==> src/rtl/sata_rx_prim_decoder.sv <==
// SATA RX primitive decoder: classifies transceiver dwords, tracks ALIGN-based
// dword lock and expands CONT runs into repeated primitive reports.
module sata_rx_prim_decoder #(
  parameter int unsigned LOCK_ALIGNS = 3,
  parameter int unsigned UNLOCK_ERRS = 4
) (
  input  logic        clk,
  input  logic        reset,
  input  logic [31:0] rx_data,
  input  logic [3:0]  rx_datak,
  input  logic [3:0]  rx_syncstatus,
  output logic        aligned,
  output logic        prim_valid,
  output logic [4:0]  prim_code,
  output logic        data_valid,
  output logic [31:0] data_out,
  output logic        code_err
);

  localparam logic [0:0] ST_UNLOCKED = 1'b0;
  localparam logic [0:0] ST_LOCKED   = 1'b1;

  localparam logic [4:0] P_ALIGN = 5'd0;
  localparam logic [4:0] P_CONT  = 5'd12;

  localparam logic [3:0] LOCK_N = 4'(LOCK_ALIGNS);
  localparam logic [3:0] UNL_N  = 4'(UNLOCK_ERRS);

  logic [0:0] state_q, state_d;
  logic [3:0] align_q, align_d, align_inc;
  logic [3:0] err_q, err_d, err_inc;
  logic       cont_q, cont_d;
  logic       hold_v_q, hold_v_d;
  logic [4:0] hold_q, hold_d;

  logic        aligned_d, pv_d, dv_d, ce_d;
  logic [4:0]  pc_d;
  logic [31:0] do_d;

  logic       good, is_prim, is_data, is_align, bad, prim_hit;
  logic [4:0] code;

  always_comb begin
    prim_hit = 1'b1;
    code     = '0;
    case (rx_data)
      32'h7B4A4ABC: code = 5'd0;
      32'hB5B5957C: code = 5'd1;
      32'h5757B57C: code = 5'd2;
      32'h4A4A957C: code = 5'd3;
      32'h5555B57C: code = 5'd4;
      32'h3535B57C: code = 5'd5;
      32'h5656B57C: code = 5'd6;
      32'h3737B57C: code = 5'd7;
      32'hD5D5B57C: code = 5'd8;
      32'h5858B57C: code = 5'd9;
      32'hD5D5AA7C: code = 5'd10;
      32'h9595AA7C: code = 5'd11;
      32'h9999AA7C: code = 5'd12;
      32'h3636B57C: code = 5'd13;
      32'h1717B57C: code = 5'd14;
      32'h7575957C: code = 5'd15;
      32'h9595957C: code = 5'd16;
      32'hF5F5957C: code = 5'd17;
      default:      prim_hit = 1'b0;
    endcase
  end

  assign good      = (rx_syncstatus == 4'hF);
  assign is_prim   = good && (rx_datak == 4'b0001) && prim_hit;
  assign is_data   = good && (rx_datak == 4'b0000);
  assign is_align  = is_prim && (code == P_ALIGN);
  assign bad       = !(is_prim || is_data);
  assign align_inc = (align_q == 4'hF) ? align_q : align_q + 4'd1;
  assign err_inc   = (err_q == 4'hF) ? err_q : err_q + 4'd1;

  always_comb begin
    state_d  = state_q;
    align_d  = align_q;
    err_d    = err_q;
    cont_d   = cont_q;
    hold_v_d = hold_v_q;
    hold_d   = hold_q;
    pv_d     = 1'b0;
    pc_d     = '0;
    dv_d     = 1'b0;
    do_d     = '0;
    ce_d     = bad;
    if (state_q == ST_UNLOCKED) begin
      if (is_align) begin
        pv_d = 1'b1;
        pc_d = P_ALIGN;
        if (align_inc >= LOCK_N) begin
          state_d = ST_LOCKED;
          align_d = '0;
          err_d   = '0;
        end else begin
          align_d = align_inc;
        end
      end else begin
        align_d = '0;
      end
    end else if (bad) begin
      // Losing lock discards any CONT context so a relock starts clean.
      if (err_inc >= UNL_N) begin
        state_d  = ST_UNLOCKED;
        err_d    = '0;
        align_d  = '0;
        cont_d   = 1'b0;
        hold_v_d = 1'b0;
        hold_d   = '0;
      end else begin
        err_d = err_inc;
      end
    end else begin
      err_d = '0;
      if (is_data) begin
        if (cont_q) begin
          pv_d = 1'b1;
          pc_d = hold_q;
        end else begin
          dv_d = 1'b1;
          do_d = rx_data;
        end
      end else begin
        pv_d = 1'b1;
        pc_d = code;
        if (code == P_CONT) begin
          if (hold_v_q) cont_d = 1'b1;
        end else if (code != P_ALIGN) begin
          hold_d   = code;
          hold_v_d = 1'b1;
          cont_d   = 1'b0;
        end
      end
    end
    aligned_d = (state_d == ST_LOCKED);
  end

  always_ff @(posedge clk or negedge reset) begin
    if (!reset) begin
      state_q    <= ST_UNLOCKED;
      align_q    <= '0;
      err_q      <= '0;
      cont_q     <= 1'b0;
      hold_v_q   <= 1'b0;
      hold_q     <= '0;
      aligned    <= 1'b0;
      prim_valid <= 1'b0;
      prim_code  <= '0;
      data_valid <= 1'b0;
      data_out   <= '0;
      code_err   <= 1'b0;
    end else begin
      state_q    <= state_d;
      align_q    <= align_d;
      err_q      <= err_d;
      cont_q     <= cont_d;
      hold_v_q   <= hold_v_d;
      hold_q     <= hold_d;
      aligned    <= aligned_d;
      prim_valid <= pv_d;
      prim_code  <= pc_d;
      data_valid <= dv_d;
      data_out   <= do_d;
      code_err   <= ce_d;
    end
  end

endmodule

==> config.mk <==
export PLATFORM = sky130hd
export DESIGN_NAME = sata_rx_prim_decoder
export DESIGN_NICKNAME = d
export VERILOG_FILES = /design/src/rtl/sata_rx_prim_decoder.sv
export SDC_FILE = /design/constraint.sdc
export NUM_CORES = 1
export LEC_CHECK = 0
export BUFFER_PORTS_ARGS = -buffer_cell sky130_fd_sc_hd__buf_2
export CAP_MARGIN = 40
export CORE_ASPECT_RATIO = 1.25
export CORE_MARGIN = 1
export CORE_UTILIZATION = 30
export DETAILED_ROUTE_END_ITERATION = 12
export SYNTH_ARGS = -nofsm -noshare
export SYNTH_HDL_FRONTEND = slang
export SYNTH_SLANG_ARGS = --single-unit
export TNS_END_PERCENT = 5
==> constraint.sdc <==
create_clock -name clk -period 2.55 [get_ports clk]
set_input_delay 0 -clock clk [delete_from_list [all_inputs] [get_ports clk]]
set_output_delay 0 -clock clk [all_outputs]
set_load 0.005 [all_outputs]
After elaboration in Yosys (flattened, before gate mapping)

Cells that the tools add are included.

Flip-flop bits (word level): 56
Bits in latches: 0
Memory bits (writable): 0
Bits in read-only memories: 0
Input port bits: 42
Output and inout port bits: 41
Word-level logic and storage cells: 113
Memories: 0

$add $sub $neg: 2
Multipliers: 0
Divide/modulo/power cells: 0
Order comparisons: 2
Equal/unequal tests: 30
Shift operators: 0
Muxes and demuxes: 51
Bitwise operators: 0
Reductions and logical operators: 17

Operator list:

| operator               | number |
|---|---|
| $eq A32 B31 Y1 const B | 7 |
| $eq A32 B32 Y1 const B | 7 |
| $mux W32               | 4 |
| $eq A32 B30 Y1 const B | 3 |
| $pmux W5 S17           | 1 |
| $mux W4                | 12 |
| $mux W5                | 9 |
| $eq A32 B29 Y1 const B | 1 |
| $mux W1                | 25 |
| $reduce_or A18 Y1      | 1 |
| $eq A4 B4 Y1 const B   | 3 |
| $reduce_and A5 Y1      | 2 |
| $add A4 B1 Y4 const B  | 2 |
| $ne A2 B2 Y1 const B   | 3 |
| $reduce_bool A2 Y1     | 3 |
| $eq A5 B4 Y1 const B   | 1 |
| $logic_not A5 Y1       | 1 |
| $reduce_bool A5 Y1     | 1 |
| $eq A4 B1 Y1 const B   | 1 |
| $ge A4 B2 Y1 const B   | 1 |
| $ge A4 B3 Y1 const B   | 1 |
| $logic_and A1 B1 Y1    | 4 |
| $logic_not A4 Y1       | 1 |
| $ne A2 B1 Y1 const B   | 2 |
| 5 further kinds        | 6 |

Depth between registers and ports, before layout

Depth after elaboration: 7
Gate-level depth with buffers: 10
Gate-level depth less buffers: 8

Worst setup path after synthesis

OpenSTA, ideal clock, no wires.

Path kind: in2reg
Start point: in rx_data[8]
End point: reg hold_q[0]
Setup time: 0.125 ns
Data arrival time: 2.045 ns
Data required time: 2.425 ns
Slack: 0.380 ns
Stages: 8
Buffers on the path: 0
Cells stage by stage: or3b_1 > or3b_4 > nor4_4 > o21a_2 > nor3_1 > a21oi_4 > o21a_4 > mux2_4

Cells in the longest elaborated chain, start to end: 7
Elaborated cells on any way between the ends: 34
Classes of those cells: 22 x eq/ne; 6 x mux; 6 x reduce/logical

Ends and longest elaborated chain:

| element                                                                | line | text |
|---|---|---|
| start, declared                                                        | 9    | `input logic [31:0] rx_data,` |
| parallel branches: the longest is 7 deep, another holds $eq A32 B32 Y1 | -    |  |
| end signal, assigned                                                   | 160  | `hold_q <= hold_d;` |
| end, declared                                                          | 34   | `logic [4:0] hold_q, hold_d;` |

Several ways; the timed one is not identified. The select of a mux whose other input is x is not followed.
A chain may end at the register's enable or synchronous reset.

Worst setup path after layout

Start point: in rx_data[14]
End point: reg hold_q[2]

The elaborated chain is that of the path after synthesis.

==> results.ini <==
[power]
power_frac_seq = 0.479
internal_power_mw = 1.47
clkPwrFrac = 0.441
switching_share = 0.205
peakVddDrop_mv = 0.261
powerDensity_nw_per_um2 = 453
p_switching_mw = 0.380
leakagePower_nw = 1.95
pwr-share-comb = 0.081

[final_layout]
fin_util = 0.421
fin_area_um2 = 4090
multi_input_area_um2 = 1600
nFillCells = 942
area_growth_syn_to_layout_pct = 35.2
drive_above_1_share = 0.334
final_cells = 539
fin_nets = 456
seqCellArea_um2 = 1400
diodes = 0

[die]
die_w_um = 91.8
die_h_um = 114
core_area_um2 = 9710
start_util = 0.312
io-pin-count = 83
placementRows = 40
dieArea_um2 = 10500

[routing]
drt-total-wl_mm = 7.84
vias_per_cell = 5.07
drtIter0Drc = 223
routedWlPerCell_um = 14.5
drt_pass1_iterations = 4
drc = 0
antenna_left = 0
via_count = 2732

[critical_path]
worst-setup-path-type = in -> reg
worstPathMaxFanout = 5
crit_path_end_kind = register
slowest_delay_ps = 530
crit_path_start_kind = primary input
cp_slowest_cell = dlygate4sd3_1
worstPathRequired_ps = 2730
path_cells = dlygate4sd3_1 > buf_2 > and4bb_2 > nand4_1 > buf_4 > or2_2 > a41oi_1 > or4_4 > o2111ai_4 > o21a_4 > mux2_4
arrival_ps = 2680

[sta]
hold_violations = 0
finalWorstSetupSlack_ps = 53.3
worst_pin_slew_ps = 505
setup_viol = 0
timing.final.crit_share = 0.979
fmax_ghz = 0.401
finalMaxSlewViolations = 0
fin_crit_ps = 2500
rsz0062_at_grt = yes
fin_skew_ps = 3.61
relSlewSlack = 0.664

[synthesis]
synthXorXnorAreaFrac = 0
synthFlopType = dfrtp_1
synth_cell_types = 62
yosysWarningCount = 0
syn_nets = 345
netlist_instances = 301
synth_seq_cells = 56
synth_top_family_by_area = simple AND/OR/NAND/NOR gates
ys_async_sr_fraction = 1.00
synth_edf_count = 0
synth.area.mux_share = 0.0285
seq_area_frac_synth = 0.463
synthAdderAreaFrac = 0.00827
synthSimpleGateAreaFrac = 0.348
syn-mean-instance-area_um2 = 10.1
netlist_area_um2 = 3030
synth_compound_area_frac = 0.131

[clock_tree]
clock_path_buffers = 2
cts_buffers = 5
cts_tree = built
clock-root-buffer = clkbuf_16
htree_levels = 2
clkSinkCount = 56
clk_pin_slew_worst_paths_ps = 70
clk_latency_ps = 290

[hold_path]
min_path_type = in -> reg

[global_route]
overflow = 0
grtUsageTotal = 0.158
antenna_found_initial = 0
grt_pass1_wl_mm = 13.0
grt_start_max_net_pins = 40
grt_pass1_vias = 2733

[run]
drv_cap = 0

[placement]
placedCellCount = 506
gp_congestion = 0.877
placed_cell_area_um2 = 3630
portBuffers = 82
pre_cts_slack_ps = 157
hpwl_mm = 5.84

[run_status]
status = finished clean

path summary, 6_finish.rpt:
| kind | startpoint | to | slack, ps | cells after the start |
|---|---|---|---|---|
| max | rx_data[14] | hold_q[2]$_DFFE_PN0P_ | 50 | 11 |
| max reg2reg | err_q[0]$_DFFE_PN0P_ | hold_q[2]$_DFFE_PN0P_ | 470 | 7 |
| max in group asynchronous | reset | align_q[1]$_DFFE_PN0P_ | 1760 | 4 |
| min reg2reg | err_q[3]$_DFFE_PN0P_ | err_q[3]$_DFFE_PN0P_ | 500 | 1 |
| min in group asynchronous | reset | data_out[30]$_DFF_PN0_ | 110 | 2 |
| min | rx_data[25] | data_out[25]$_DFF_PN0_ | 2 | 2 |
placed cells by master (no fill, tap or decap), types with 4 or more instances in the layout:
cell type / instances
a21o_1: 4
a21oi_1: 5
a31oi_1: 4
and2_1: 40
and3_1: 4
and4_1: 5
buf_2: 82
buf_4: 9
clkbuf_16: 5
dfrtp_1: 56
dlygate4sd3_1: 24
mux2_4: 5
nand2_1: 17
nand3_1: 13
nand4_1: 11
nor2_1: 32
nor4_1: 6
o21a_1: 5
o21ai_0: 10
or2_2: 4
layout make-up:
class	instances	area share
multi-input cells	230	0.391
flip-flops and latches	56	0.343
repair buffers	116	0.180
well taps	126	0.0385
clock buffers	7	0.0373
clock inverters	1	0.00734
inverters	3	0.00275
cells in the mapped netlist (all sizes together) (5+ instances only):
cell,count,area share
nand3,13,0.021
dfrtp,56,0.46
and2,43,0.090
buf,5,0.0083
nor2,33,0.041
nand2,19,0.024
nor4,9,0.029
nand4,11,0.023
o21ai,12,0.021
and4bb,6,0.025
or2,5,0.010
or4,5,0.015
clkbuf,7,0.0087
mux2,6,0.029
a21oi,7,0.017
o21a,7,0.020
and4,5,0.014
sequential cells by signal, summed over array words and instances, names as in the netlist:
signal	flops
code_err	1
data_out	32
state_q	1
align_q	4
cont_q	1
prim_valid	1
prim_code	5
hold_q	5
err_q	4
data_valid	1
hold_v_q	1
through the flow:
step           power (mW)  setup TNS, ps  hold WS (ps)
6_report             1.86              0          1.70
5_1_grt              1.92          -94.2          10.3
4_1_cts              1.87              0         0.778
3_5_place_dp         1.02              0          -117
3_3_place_gp         1.02              0           223
2_1_floorplan       0.943              0          -296
cells by family (layout without fill, tap and decap cells):
family	count (synthesis)	after routing
adder cells (fa/ha/maj)	2	2
AO/OA/AOI/OAI	51	51
buffers and inverters	15	127
flip-flops	56	56
AND/OR/NAND/NOR	171	171
multiplexers	6	6
power groups by stage:
stage | Combinational (mW) | Clock, mW | Sequential, mW
5_1_grt | 0.165 | 0.872 | 0.887
4_1_cts | 0.148 | 0.836 | 0.888
3_3_place_gp | 0.114 | 0 | 0.905
2_1_floorplan | 0.0379 | 0 | 0.905
3_5_place_dp | 0.119 | 0 | 0.905
6_report | 0.150 | 0.817 | 0.888
timing repair:
action,in CTS,in global routing
gates resized for setup,0,10
endpoints found under the setup margin,0,14
hold buffers,24,0
endpoints found under the hold margin,70,0
buffers inserted,0,1
routing by layer:
metal | global-route usage | vias up | routed length, µm | part of all wire
met2 | 0.276 | 89 | 4010 | 0.51
met4 | 0.0781 | 0 | 233 | 0.030
li1 | - | 1319 | - | -
met5 | 0 | - | 0 | 0
met3 | 0.0252 | 14 | 345 | 0.044
met1 | 0.187 | 1310 | 3250 | 0.41
worst max-delay path, delay by kind of cell:
kind / cells / cell delay (ps)
AND/OR/NAND/NOR: 4 / 1020
buffers and inverters: 3 / 870
AO/OA/AOI/OAI: 3 / 490
multiplexers: 1 / 300
Note: power is estimated with default switching activity, not from simulation.
